==> config.mk <==
export PLATFORM = sky130hd
export DESIGN_NAME = sa_ram_rwsp_param_flat
export DESIGN_NICKNAME = d
export VERILOG_FILES = /design/src/rtl/sa_ram_rwsp_param_if.sv /design/src/rtl/sa_ram_rwsp_param.sv /design/src/flat_wrapper.sv
export SDC_FILE = /design/constraint.sdc
export NUM_CORES = 2
export LEC_CHECK = 0
export CORE_ASPECT_RATIO = 1.4
export CORE_UTILIZATION = 30
export DETAILED_ROUTE_END_ITERATION = 6
export SYNTH_ARGS = -nofsm -noshare
export SYNTH_HDL_FRONTEND = slang
export SYNTH_SLANG_ARGS = --single-unit
export TNS_END_PERCENT = 20
==> constraint.sdc <==
create_clock -name clk -period 17 [get_ports clk]
set_input_delay 3.4 -clock clk [delete_from_list [all_inputs] [get_ports clk]]
set_output_delay 3.4 -clock clk [all_outputs]
set_load 0.005 [all_outputs]
==> src/rtl/sa_ram_rwsp_param_if.sv <==
// Access bus of the parametrised 1R/1W systolic-array buffer RAM.
// The master drives read/write requests; the slave (the RAM) returns
// registered read data, its valid flag and the status outputs.
interface sa_ram_rwsp_param_if #(
    parameter int AW    = 3,
    parameter int WIDTH = 257,
    parameter int LANES = 1
) ();
    logic [AW-1:0]    ra;
    logic             re;
    logic             ore;
    logic [WIDTH-1:0] dout;
    logic             dout_vld;
    logic [AW-1:0]    wa;
    logic             we;
    logic [LANES-1:0] wmask;
    logic [WIDTH-1:0] di;
    logic             init_done;
    logic             addr_err;
    logic [31:0]      pwrbus_ram_pd;

    modport master (
        output ra, re, ore, wa, we, wmask, di, pwrbus_ram_pd,
        input  dout, dout_vld, init_done, addr_err
    );

    modport slave (
        input  ra, re, ore, wa, we, wmask, di, pwrbus_ram_pd,
        output dout, dout_vld, init_done, addr_err
    );
endinterface

==> src/rtl/sa_ram_rwsp_param.sv <==
// Parametrised 1-read/1-write synchronous RAM model for systolic-array buffers.
// Registered read address (ra_d) feeding an output register (dout_r), per-lane
// write mask, optional same-cycle write->read bypass, a power-on clear sweep
// and a valid flag that follows the read data.
module sa_ram_rwsp_param #(
    parameter int DEPTH      = 8,
    parameter int WIDTH      = 257,
    parameter int AW         = 3,
    parameter int LANES      = 1,
    parameter int BYPASS_EN  = 1,
    parameter int INIT_CLEAR = 1
) (
    input  logic                 clk,
    input  logic                 rst,
    sa_ram_rwsp_param_if.slave   bus
);

    // Lane width rounds up, so the last lane covers whatever bits remain.
    localparam int LW = (WIDTH + LANES - 1) / LANES;
    // Index width of the storage array; addresses are range-checked before use.
    localparam int IW = (DEPTH > 1) ? $clog2(DEPTH) : 1;
    localparam logic [AW:0]   DEPTH_X = (AW+1)'(DEPTH);
    localparam logic [AW-1:0] LAST    = AW'(DEPTH - 1);

    typedef enum logic [0:0] {
        ST_SWEEP = 1'b0,
        ST_RUN   = 1'b1
    } state_t;

    state_t           state;
    logic [AW-1:0]    sweep_ptr;
    logic [AW-1:0]    ra_d;
    logic             rd_armed;
    logic [WIDTH-1:0] dout_r;
    logic             dout_vld;
    logic             init_done;
    logic             addr_err;

    logic [WIDTH-1:0] mem [DEPTH];

    logic             run;
    logic             ra_ok;
    logic             wa_ok;
    logic             ra_d_ok;
    logic             wr_ok;
    logic             hit;
    logic [WIDTH-1:0] bit_mask;
    logic [WIDTH-1:0] rd_word;
    logic [WIDTH-1:0] wr_old;
    logic [WIDTH-1:0] wr_word;
    logic [WIDTH-1:0] dout_next;
    logic             unused_pwr;

    // Bits of new_w selected by mask replace those of old_w; the rest keep old_w.
    function automatic logic [WIDTH-1:0] lane_merge(
        input logic [WIDTH-1:0] old_w,
        input logic [WIDTH-1:0] new_w,
        input logic [WIDTH-1:0] mask
    );
        return (old_w & ~mask) | (new_w & mask);
    endfunction

    // The power-down bus has no effect in this behavioural model.
    assign unused_pwr = ^bus.pwrbus_ram_pd;

    assign run     = (state == ST_RUN) && !rst;
    assign ra_ok   = ({1'b0, bus.ra} < DEPTH_X);
    assign wa_ok   = ({1'b0, bus.wa} < DEPTH_X);
    assign ra_d_ok = ({1'b0, ra_d} < DEPTH_X);
    assign wr_ok   = run && bus.we && wa_ok;
    assign hit     = wr_ok && bus.ore && (bus.wa == ra_d);

    // Expand the per-lane write mask to one enable bit per data bit.
    always_comb begin
        bit_mask = '0;
        for (int l = 0; l < LANES; l++) begin
            for (int b = 0; b < LW; b++) begin
                if (l * LW + b < WIDTH) begin
                    bit_mask[l * LW + b] = bus.wmask[l];
                end
            end
        end
    end

    // Array reads for the output register and for the masked write merge.
    always_comb begin
        rd_word = '0;
        wr_old  = '0;
        if (ra_d_ok) begin
            rd_word = mem[ra_d[IW-1:0]];
        end
        if (wa_ok) begin
            wr_old = mem[bus.wa[IW-1:0]];
        end
        wr_word = lane_merge(wr_old, bus.di, bit_mask);
        // On a collision the bypass path shows the word as it will be after the write.
        if ((BYPASS_EN != 0) && hit) begin
            dout_next = lane_merge(rd_word, bus.di, bit_mask);
        end else begin
            dout_next = rd_word;
        end
    end

    // Storage: the clear sweep owns the array until it finishes, then masked writes.
    always_ff @(posedge clk) begin
        if (!rst && (state == ST_SWEEP)) begin
            mem[sweep_ptr[IW-1:0]] <= '0;
        end else if (wr_ok) begin
            mem[bus.wa[IW-1:0]] <= wr_word;
        end
    end

    // Control FSM plus the read-address, output and status registers.
    always_ff @(posedge clk) begin
        if (rst) begin
            state     <= (INIT_CLEAR != 0) ? ST_SWEEP : ST_RUN;
            sweep_ptr <= '0;
            init_done <= 1'b0;
            ra_d      <= '0;
            rd_armed  <= 1'b0;
            dout_r    <= '0;
            dout_vld  <= 1'b0;
            addr_err  <= 1'b0;
        end else begin
            case (state)
                ST_SWEEP: begin
                    addr_err <= 1'b0;
                    if (sweep_ptr == LAST) begin
                        state     <= ST_RUN;
                        sweep_ptr <= '0;
                        init_done <= 1'b1;
                    end else begin
                        sweep_ptr <= sweep_ptr + 1'b1;
                    end
                end
                default: begin
                    init_done <= 1'b1;
                    if (bus.re) begin
                        ra_d     <= bus.ra;
                        rd_armed <= 1'b1;
                    end
                    if (bus.ore) begin
                        dout_r   <= dout_next;
                        dout_vld <= rd_armed;
                    end
                    addr_err <= (bus.re && !ra_ok) || (bus.we && !wa_ok);
                end
            endcase
        end
    end

    assign bus.dout      = dout_r;
    assign bus.dout_vld  = dout_vld;
    assign bus.init_done = init_done;
    assign bus.addr_err  = addr_err;

endmodule

==> src/flat_wrapper.sv <==
// flat-port wrapper written by rule: the top's interface ports become plain ports
module sa_ram_rwsp_param_flat 
#(
    parameter int DEPTH      = 8,
    parameter int WIDTH      = 257,
    parameter int AW         = 3,
    parameter int LANES      = 1,
    parameter int BYPASS_EN  = 1,
    parameter int INIT_CLEAR = 1
)
  (clk, rst, bus_ra, bus_re, bus_ore, bus_wa, bus_we, bus_wmask, bus_di, bus_pwrbus_ram_pd, bus_dout, bus_dout_vld, bus_init_done, bus_addr_err);
  sa_ram_rwsp_param_if #(.AW(AW), .WIDTH(WIDTH), .LANES(LANES)) bus_i ();
  input  logic clk;
  input  logic rst;
  input wire logic [$bits(bus_i.ra)-1:0] bus_ra;
  input wire logic [$bits(bus_i.re)-1:0] bus_re;
  input wire logic [$bits(bus_i.ore)-1:0] bus_ore;
  input wire logic [$bits(bus_i.wa)-1:0] bus_wa;
  input wire logic [$bits(bus_i.we)-1:0] bus_we;
  input wire logic [$bits(bus_i.wmask)-1:0] bus_wmask;
  input wire logic [$bits(bus_i.di)-1:0] bus_di;
  input wire logic [$bits(bus_i.pwrbus_ram_pd)-1:0] bus_pwrbus_ram_pd;
  output wire logic [$bits(bus_i.dout)-1:0] bus_dout;
  output wire logic [$bits(bus_i.dout_vld)-1:0] bus_dout_vld;
  output wire logic [$bits(bus_i.init_done)-1:0] bus_init_done;
  output wire logic [$bits(bus_i.addr_err)-1:0] bus_addr_err;
  assign bus_i.ra = bus_ra;
  assign bus_i.re = bus_re;
  assign bus_i.ore = bus_ore;
  assign bus_i.wa = bus_wa;
  assign bus_i.we = bus_we;
  assign bus_i.wmask = bus_wmask;
  assign bus_i.di = bus_di;
  assign bus_i.pwrbus_ram_pd = bus_pwrbus_ram_pd;
  assign bus_dout = bus_i.dout;
  assign bus_dout_vld = bus_i.dout_vld;
  assign bus_init_done = bus_i.init_done;
  assign bus_addr_err = bus_i.addr_err;
  sa_ram_rwsp_param #(.DEPTH(DEPTH), .WIDTH(WIDTH), .AW(AW), .LANES(LANES), .BYPASS_EN(BYPASS_EN), .INIT_CLEAR(INIT_CLEAR)) u_core (.clk(clk), .rst(rst), .bus(bus_i));
endmodule
==> reports/metrics.cfg <==
[logic_synthesis]
synth.distinct_cells = 33
syn_avg_cell_area_um2 = 19.3
ys_seq_elements = 2326
synth.top_cells.by_area = edfxtp_1 (59%), mux4_2 (22%), dfxtp_1 (5.2%)
yosysSeqAreaShare = 0.642
syn-num-nets = 5732
synthCells = 5429
synth.top_cell.area_share = 0.590
post-synth-top-area-cell = edfxtp_1
synthesis.area_um2 = 105000
yosys_warnings = 0

[clock_tree]
htree_levels = 4
cts_setup_buffers = 0
insertion_delay_ps = 910
cts-resized-gates = 0
cts_root_buffer = clkbuf_16
cts_num_sinks = 2326
path_clk_slew_ps = 70
clk_path_buf_depth = 4
tritoncts = yes
cts_hold_buf = 0
cts_buffers = 235

[detailed_routing]
firstDrtPassIters = 5
wirelength_um = 300000
antenna_left = 0
via_count = 58500
drc = 0
drtIter0Drc = 5229
vias_per_cell = 5.46
wl_per_cell_um = 28.0

[cells_and_area]
multiInputGateArea_um2 = 35200
layout-drive-gt1-share = 0.295
fillers = 32300
seq_area_um2 = 67200
layoutNonFillerInstCount = 10700
finalNetCount = 6149
area_growth_pct = 17.1

[setup_path]
r2r_slack_ps = 11490
r2r-end = u_core.bus.dout[184]$_SDFFE_PP0P_
required_ps = 17490
critPathMaxFanout = 57
worst_r2r_path_depth = 7
path_class = input pin to flip-flop
startpoint_type = input pin
endpoint_kind = flip-flop
critPathArrivalTime_ps = 8650

[global_routing]
grt.overflow.total = 0
grt_max_degree = 131
grt_pass1_wl_um = 433000
antenna_found_initial = 37
grt_use_total = 0.167
grt_pass1_vias = 63400

[power]
powerDensity_nw_per_um2 = 102
seqPwrFrac = 0.509
pwr-share-clk = 0.429
intPower_mw = 9.74
leakagePower_nw = 39.1
switching_share = 0.219
p_switching_mw = 2.74
ir_drop_mv = 0.0943
pwr-share-comb = 0.062

[sta]
maxSlewViolCount = 0
hold_viol_final = 0
relSlewSlack = 0.199
setup_viol = 0
tightest_slew_ps = 1200
skew_ps = 52.2
period_needed_ps = 8170
setup-tns-final_ps = 0
fin_crit_sh = 0.480
timing.fmax_mhz = 122
rsz0062_at_grt = false

[floorplanning]
start_util = 0.301
die_h_um = 701
fp.dieArea_um2 = 351000
coreArea_um2 = 347000
rows = 256
fp.dieW_um = 501
ios = 561

[hold_path]
hold_end = u_core.bus.init_done$_SDFFE_PP0P_
min_path_type = flip-flop to flip-flop
hp-start = u_core.bus.init_done$_SDFFE_PP0P_
hold_depth = 2

[place]
hpwl_um = 161000
placed_cells = 10300
portBuffers = 527
gp_congestion = 0.753

[flow_run]
maxCapViolCount = 0

[status]
status = finished, final reports clean

## worst max path at each step
stage | start | endpoint | slack (ps) | cells past startpoint
2_1_floorplan | bus_wa[2] | u_core.mem[4][0]$_DFFE_PP_ | 980 | 6
3_3_place_gp | rst | u_core.mem[7][177]$_DFFE_PP_ | 7800 | 8
3_5_place_dp | rst | u_core.mem[7][177]$_DFFE_PP_ | 7820 | 8
4_1_cts | rst | u_core.mem[7][201]$_DFFE_PP_ | 8790 | 8
5_1_grt | rst | u_core.mem[7][195]$_DFFE_PP_ | 8660 | 8
6_report | rst | u_core.mem[7][195]$_DFFE_PP_ | 8830 | 8
## placed cells by master (no fill, tap or decap), drive strengths merged
| cell type | n |
|---|---|
| edfxtp | 2056 |
| mux4 | 1028 |
| clkdlybuf4s50 | 523 |
| clkbuf | 318 |
| dfxtp | 270 |
| nor3 | 259 |
| o22ai | 258 |
| and2 | 258 |
| nor2b | 257 |
| mux2 | 257 |
| a221o | 257 |
| buf | 122 |
| clkinv | 68 |
| bufinv | 27 |
| diode | 23 |
| inv | 15 |
| nor2 | 14 |
| clkinvlp | 11 |
| nand2 | 8 |
| a21oi | 8 |
| nand3 | 5 |
| a31oi | 4 |
| nand2b | 4 |
| xor2 | 3 |
| nor3b | 2 |
| mux2i | 2 |
| ha | 2 |
| or2 | 2 |
| nand3b | 1 |
| a21o | 1 |
| and3b | 1 |
| and3 | 1 |
| nor4 | 1 |
| a211oi | 1 |
| conb | 1 |
## critical path: stages
cell	delay (ps)
clkdlybuf4s50_1	890
nand3b_1	190
buf_4	790
a31oi_1	370
nor2_4	640
buf_4	820
buf_4	710
buf_4	690
## cell type report
cell class,instances,share of cell area
sequential,2326,0.548
tap,4644,0.0474
inverter,3,0.0000919
timing repair buffer,645,0.0519
antenna,23,0.000470
multi-input combinational,2635,0.287
clock buffer,318,0.0528
clock inverter,118,0.0118
## cell families after synthesis
family	share of synthesized area
compound gates	0.0408
flops	0.642
other cells	0.0000359
xor+xnor	0.000251
mux	0.249
fa+ha+maj	0.000239
buf+inv	0.0224
simple gates	0.0451
## sequential cells by signal, summed over array words and instances, names as in the netlist, named ones only
| name | cells |
|---|---|
| u_core.rd_armed | 1 |
| u_core.ra_d | 3 |
| u_core.mem | 2056 |
| u_core.sweep_ptr | 3 |
| u_core.bus.init_done | 1 |
| u_core.bus.dout_vld | 1 |
| u_core.bus.dout | 257 |
| u_core.state | 1 |
## metrics by stage
stage	setup WS (ps)	cell area, um2	total power, mW	util	hold slack (ps)
after floorplan	978	105000	7.00	-	438
after global placement	7800	115000	7.24	0.330	443
after detailed placement	7820	115000	7.26	0.330	451
after CTS	8790	122000	12.6	0.353	461
after global routing	8660	122000	12.9	0.353	491
final	8830	123000	12.5	0.353	464
## Yosys cell counts (all sizes together)
cell type / number
mux2i: 2
nand3b: 1
a21o: 1
nor3: 259
a221o: 257
o22ai: 258
nor2b: 257
and3b: 1
clkbuf: 243
and2: 258
nand2: 8
inv: 3
dfxtp: 270
xor2: 3
nor2: 14
nor3b: 2
and3: 1
buf: 222
mux4: 1028
a21oi: 8
conb: 1
a211oi: 1
nor4: 1
ha: 2
nand3: 5
or2: 2
mux2: 257
a31oi: 4
edfxtp: 2056
nand2b: 4
## power by group through the flow
stage,sequential [mW],combinational [mW],clock (mW)
after CTS,6.35,0.788,5.47
final,6.35,0.774,5.35
after floorplan,6.52,0.483,0
after global placement,6.46,0.778,0
after detailed placement,6.47,0.785,0
after global routing,6.36,0.821,5.67
## metal layers
metal / up-vias / track usage / part of all wire
li1: 24000 / - / -
met1: 31700 / 0.207 / 0.39
met2: 2233 / 0.287 / 0.50
met3: 494 / 0.0357 / 0.073
met4: 28 / 0.0589 / 0.031
met5: - / 0 / 0.00058
Power figures use the tool's default switching activity.
